===== src/rtl/counter_share_arbiter_if.sv =====
// Request/grant bundle between the requesting blocks and the shared-counter arbiter.
interface counter_share_arbiter_if #(
    parameter int NREQ  = 4,
    parameter int WIDTH = 8,
    parameter int IDXW  = 2
);
    logic [NREQ-1:0]       req;
    logic [NREQ*WIDTH-1:0] len;
    logic [NREQ-1:0]       gnt;
    logic [IDXW-1:0]       owner;
    logic                  busy;
    logic [WIDTH-1:0]      count;
    logic                  done;
    logic                  abort;

    modport master (
        output req, len,
        input  gnt, owner, busy, count, done, abort
    );

    modport slave (
        input  req, len,
        output gnt, owner, busy, count, done, abort
    );
endinterface


===== src/rtl/counter_share_arbiter.sv =====
// Round-robin owner selection for one shared up-counter; the owner holds an
// exclusive grant while the counter runs 0..limit.
module counter_share_arbiter #(
    parameter int NREQ  = 4,
    parameter int WIDTH = 8,
    parameter int IDXW  = 2
) (
    input logic clk,
    input logic rst,
    counter_share_arbiter_if.slave bus
);
    localparam int unsigned N = NREQ;

    typedef enum logic {IDLE, RUN} state_t;

    state_t            state;
    logic [IDXW-1:0]   last;
    logic [IDXW-1:0]   owner;
    logic [WIDTH-1:0]  limit;
    logic [WIDTH-1:0]  count;
    logic [NREQ-1:0]   gnt;
    logic              busy;
    logic              done;
    logic              abort;

    logic              found;
    logic [IDXW-1:0]   winner;
    int unsigned       idx;

    // Search starts just after the previous owner so every requester gets a turn.
    always_comb begin
        found  = 1'b0;
        winner = '0;
        idx    = 0;
        for (int unsigned k = 1; k <= N; k++) begin
            idx = (32'(last) + k) % N;
            if (!found && bus.req[idx]) begin
                found  = 1'b1;
                winner = IDXW'(idx);
            end
        end
    end

    always_ff @(posedge clk or posedge rst) begin
        if (rst) begin
            state <= IDLE;
            last  <= IDXW'(NREQ - 1);
            owner <= '0;
            limit <= '0;
            count <= '0;
            gnt   <= '0;
            busy  <= 1'b0;
            done  <= 1'b0;
            abort <= 1'b0;
        end else begin
            done  <= 1'b0;
            abort <= 1'b0;
            case (state)
                IDLE: begin
                    count <= '0;
                    gnt   <= '0;
                    // done/abort high means we only just left RUN: enforce one idle cycle.
                    if (found && !done && !abort) begin
                        owner       <= winner;
                        last        <= winner;
                        limit       <= bus.len[int'(winner)*WIDTH +: WIDTH];
                        gnt         <= '0;
                        gnt[winner] <= 1'b1;
                        busy        <= 1'b1;
                        state       <= RUN;
                    end
                end
                RUN: begin
                    if (!bus.req[owner]) begin
                        state <= IDLE;
                        gnt   <= '0;
                        busy  <= 1'b0;
                        count <= '0;
                        abort <= 1'b1;
                    end else if (count == limit) begin
                        state <= IDLE;
                        gnt   <= '0;
                        busy  <= 1'b0;
                        count <= '0;
                        done  <= 1'b1;
                    end else begin
                        count <= count + 1'b1;
                    end
                end
                default: state <= IDLE;
            endcase
        end
    end

    assign bus.gnt   = gnt;
    assign bus.owner = owner;
    assign bus.busy  = busy;
    assign bus.count = count;
    assign bus.done  = done;
    assign bus.abort = abort;
endmodule

===== src/flat_wrapper.sv =====
// flat-port wrapper written by rule: the top's interface ports become plain ports
module counter_share_arbiter_flat 
#(
    parameter int NREQ  = 4,
    parameter int WIDTH = 8,
    parameter int IDXW  = 2
)
  (clk, rst, bus_req, bus_len, bus_gnt, bus_owner, bus_busy, bus_count, bus_done, bus_abort);
  counter_share_arbiter_if #(.NREQ(NREQ), .WIDTH(WIDTH), .IDXW(IDXW)) bus_i ();
  input logic clk;
  input logic rst;
  input wire logic [$bits(bus_i.req)-1:0] bus_req;
  input wire logic [$bits(bus_i.len)-1:0] bus_len;
  output wire logic [$bits(bus_i.gnt)-1:0] bus_gnt;
  output wire logic [$bits(bus_i.owner)-1:0] bus_owner;
  output wire logic [$bits(bus_i.busy)-1:0] bus_busy;
  output wire logic [$bits(bus_i.count)-1:0] bus_count;
  output wire logic [$bits(bus_i.done)-1:0] bus_done;
  output wire logic [$bits(bus_i.abort)-1:0] bus_abort;
  assign bus_i.req = bus_req;
  assign bus_i.len = bus_len;
  assign bus_gnt = bus_i.gnt;
  assign bus_owner = bus_i.owner;
  assign bus_busy = bus_i.busy;
  assign bus_count = bus_i.count;
  assign bus_done = bus_i.done;
  assign bus_abort = bus_i.abort;
  counter_share_arbiter #(.NREQ(NREQ), .WIDTH(WIDTH), .IDXW(IDXW)) u_core (.clk(clk), .rst(rst), .bus(bus_i));
endmodule

===== config.mk =====
export PLATFORM = sky130hd
export DESIGN_NAME = counter_share_arbiter_flat
export DESIGN_NICKNAME = d
export VERILOG_FILES = /design/src/rtl/counter_share_arbiter_if.sv /design/src/rtl/counter_share_arbiter.sv /design/src/flat_wrapper.sv
export SDC_FILE = /design/constraint.sdc
export NUM_CORES = 1
export LEC_CHECK = 0
export ABC_AREA = 1
export CORE_UTILIZATION = 47
export CTS_CLUSTER_SIZE = 28
export DETAILED_ROUTE_END_ITERATION = 10
export PLACE_DENSITY = 0.79
export RECOVER_POWER = 50
export REMOVE_ABC_BUFFERS = 1
export SLEW_MARGIN = 15
export SYNTH_ARGS = -nofsm -noshare
export SYNTH_HDL_FRONTEND = slang
export SYNTH_SLANG_ARGS = --single-unit

===== constraint.sdc =====
create_clock -name clk -period 2.4 [get_ports clk]
set_clock_uncertainty 0.15 [all_clocks]
set_input_delay 0.36 -clock clk [delete_from_list [all_inputs] [get_ports clk]]
set_output_delay 0.36 -clock clk [all_outputs]
set_load 0.02 [all_outputs]

==> results by group <==
Outcome
  – Status: finished clean

Die
  – Die Y: 65.15 µm
  – Die width: about 65 µm
  – Top Ports: 55
  – Site Rows: 22
  – Initial core utilization: 50.07%
  – Die footprint: around 4200 µm²
  – Core area: 3744 µm²

STA
  – Tcrit/Tclk final: between 90% and 100%
  – Max Clock Freq: 460.6 MHz
  – Setup violators final: 0
  – Min Tclk post-route: 2171 ps
  – Fin. Hold Viols: 0
  – TNS Setup: 0 ps
  – Slew margin rel.: between 3 and 4%
  – Actual slew at the worst max-slew pin: ~1400 ps
  – Max Slew Vio Count: 0
  – Unrepaired setup endpoints after global routing: false

Power and ir drop
  – Pwr per Cell Area: between 1000 and 1500 nW/µm²
  – Clock Power Share: 11.3%
  – Leak: 1.235 nW
  – Part of the power in registers: approximately a quarter
  – Max rail drop VDD: 747.3 µV
  – Int Power: 1.653 mW
  – Switching power share of the total: 49.05%
  – Net Switching: 1.592 mW
  – Comb pwr share: about 65%

Worst setup path
  – CP endpoint: u_core.limit[7]
  – Crit end category: flip-flop
  – CP Data Required Time: approximately 2500 ps
  – Worst Path Arrival: 2230 ps
  – Flop2flop setup slack: 230 ps
  – CP Class: reg2reg
  – FF-to-FF Start: u_core.last[0]
  – Worst setup SP type: flip-flop
  – Worst R2R End: u_core.limit[7]
  – Reg2reg path depth: 11
  – Worst Path Max Fanout: 9
  – Worst setup path startpoint: u_core.last[0]

Synthesis
  – EDFF count, synth: 0
  – Dominant cell by count in the synthesized netlist: nand2_1
  – Post-Syn Area: 1874 µm²
  – Synth top area share: 34.71%
  – Cells after Synth: 262
  – Yosys warning count: 0
  – Syn_area_per_cell: 7.154 µm²
  – Sequential element share of the synthesized area: 37.52%
  – Distinct cells, synth: 31
  – Asr flop ratio synth: 100.0%
  – Commonest cells in the netlist: 63 x nand2_1, 42 x nand3_1, 30 x inv_1
  – Largest cells by area after synthesis: dfrtp_1 35%, nand2_1 13%, nand3_1 11%, inv_1 6.0%, nand2_2 6.0%
  – Synth Flop Type: dfrtp_1
  – Post-synth top area cell: dfrtp_1
  – Seq cells post-synth: 28

Routing
  – Vias: ~1.8k
  – WL/cell: 11.43 µm
  – DRC viols: 0
  – First-pass iteration count of the detailed router: 4
  – Post-route ant nets: 0
  – Vias per std cell: 4.967
  – Routed WL: about 4200 µm
  – Initial DRC Count: approximately 120

GRT
  – Gr ovfl total: 0
  – Vias in the first global route: roughly 1.7k
  – Initial antenna violation count: 0
  – First-pass GRT wire length: 7169 µm
  – Total GRT Usage: 21.13%
  – Largest net degree at the start of global routing: 29

Clock network
  – Sink Count: 28
  – Post-CTS setup buffers: 0
  – Clock transition at path regs: 90 ps
  – H-tree levels: 1
  – CTS Buffer Depth: 2
  – CTS Hold Buffers Added: 0
  – Clk Latency, worst-skew pair: 270 ps
  – CTS tree: built
  – Clock buffer count from CTS: 3
  – Root Driver: clkbuf_8
  – Cts repair resizes: 0

Placement
  – GP Congestion: 0.8605
  – DP Wirelength: roughly 3300 µm
  – IO Port Bufs: 54
  – Post-Place Cells: roughly 360

Finish
  – Area Growth Syn to Fin: 36.25%
  – # fillers: 350
  – Reg area: 703.2 µm²
  – Area of the multi-input gates: between 900 and 1000 µm²
  – Nets: 360
  – Layout cells sized above 1: approximately 14%
  – Final Core Density: 68.22%
  – Fin cells: 368
  – ANT cells: 0

Min path
  – Worst Hold Class: reg2reg

Job
  – MaxCap Viol Count: 0
==> power groups by stage <==
stage	sequential, mW	clock, mW	combinational, mW
floorplan	0.824	0	1.40
global placement	0.779	0	2.07
detailed placement	0.783	0	2.12
CTS	0.777	0.369	2.13
global route	0.801	0.385	2.36
finish	0.778	0.365	2.10
==> area by class of cell <==
type,count,share of cell area [%]
clock buffer,3,1.617
clock inverter,1,1.176
inverter,35,5.145
multi-input combinational,193,38.90
sequential,28,27.54
tap,48,2.352
timing repair buffer,60,23.27
==> worst min-delay path by stage <==
stage / cells after the start / endpoint / slack [ps] / startpoint
2_1_floorplan: 1 / u_core.bus.abort / 270 / rst
3_3_place_gp: 1 / u_core.bus.count[0] / 330 / u_core.bus.count[0]
3_5_place_dp: 1 / u_core.bus.count[0] / 350 / u_core.bus.count[0]
4_1_cts: 3 / u_core.bus.busy / 300 / rst
5_1_grt: 1 / u_core.bus.count[0] / 390 / u_core.bus.count[0]
6_report: 1 / u_core.bus.count[0] / 370 / u_core.bus.count[0]
==> critical path: stages, from the launching register on <==
cell and delay (ps):
dfstp_2 620, inv_2 110, nand2_1 100, nand2_1 70
o21ai_1 190, nand3b_1 160, nand2_1 80, inv_2 120
nand2_1 140, inv_2 160, nand3_1 110, nand3_1 90
==> sequential cells by signal, summed over array words and instances (netlist names) <==
register and count:
u_core.limit 8, u_core.last 2, u_core.bus.done 1, u_core.bus.owner 2
u_core.state 1, u_core.bus.abort 1, u_core.bus.count 8, u_core.bus.gnt 4
u_core.bus.busy 1
==> cell usage in the layout (no fill, tap or decap), types with 5 or more instances in the layout <==
cell / synthesis / final
clkdlybuf4s50_1: 0 / 46
nor3_1: 6 / 6
nand4_1: 5 / 5
inv_1: 30 / 30
nor2_1: 13 / 13
dlygate4sd3_1: 0 / 8
nand2_1: 63 / 63
nand2_2: 18 / 18
nand3_1: 42 / 42
o21ai_0: 6 / 6
nand3b_1: 9 / 9
a21oi_1: 5 / 5
dfrtp_1: 26 / 26
or2_2: 7 / 7
==> cells by family (layout without fill, tap and decap cells) <==
logic type | Yosys count | in the layout | share of synthesized area [%]
buffers and inverters | 41 | 99 | 9.479
adders and majority gates | 1 | 1 | 0.6675
xor gates and xnor gates | 2 | 2 | 0.9348
and+or+nand+nor | 170 | 170 | 45.33
AOI/OAI and AO/OA | 20 | 20 | 6.075
DFF | 28 | 28 | 37.52
==> layer usage <==
layer  up-vias  global-route usage, %  share of wire [%]
met5         -                      0                  0
met4         0                  5.163               0.59
met3         4                  1.736                2.5
met2        38                  32.81                 47
met1       820                  31.75                 50
li1        966                      -                  -
==> metrics by stage <==
stage                     cell area (µm²)  setup slack (ps)  hold WS [ps]  total power [mW]
final                                2554             228.8         371.4             3.245
after global routing                 2554             44.51         393.2             3.545
after CTS                            2557             233.7         302.0             3.275
after detailed placement             2486             82.38         353.2             2.904
after global placement               2486             74.57         330.6             2.850
after floorplan                      1828             329.6         273.9             2.228
Note: power is estimated with default switching activity, not from simulation.
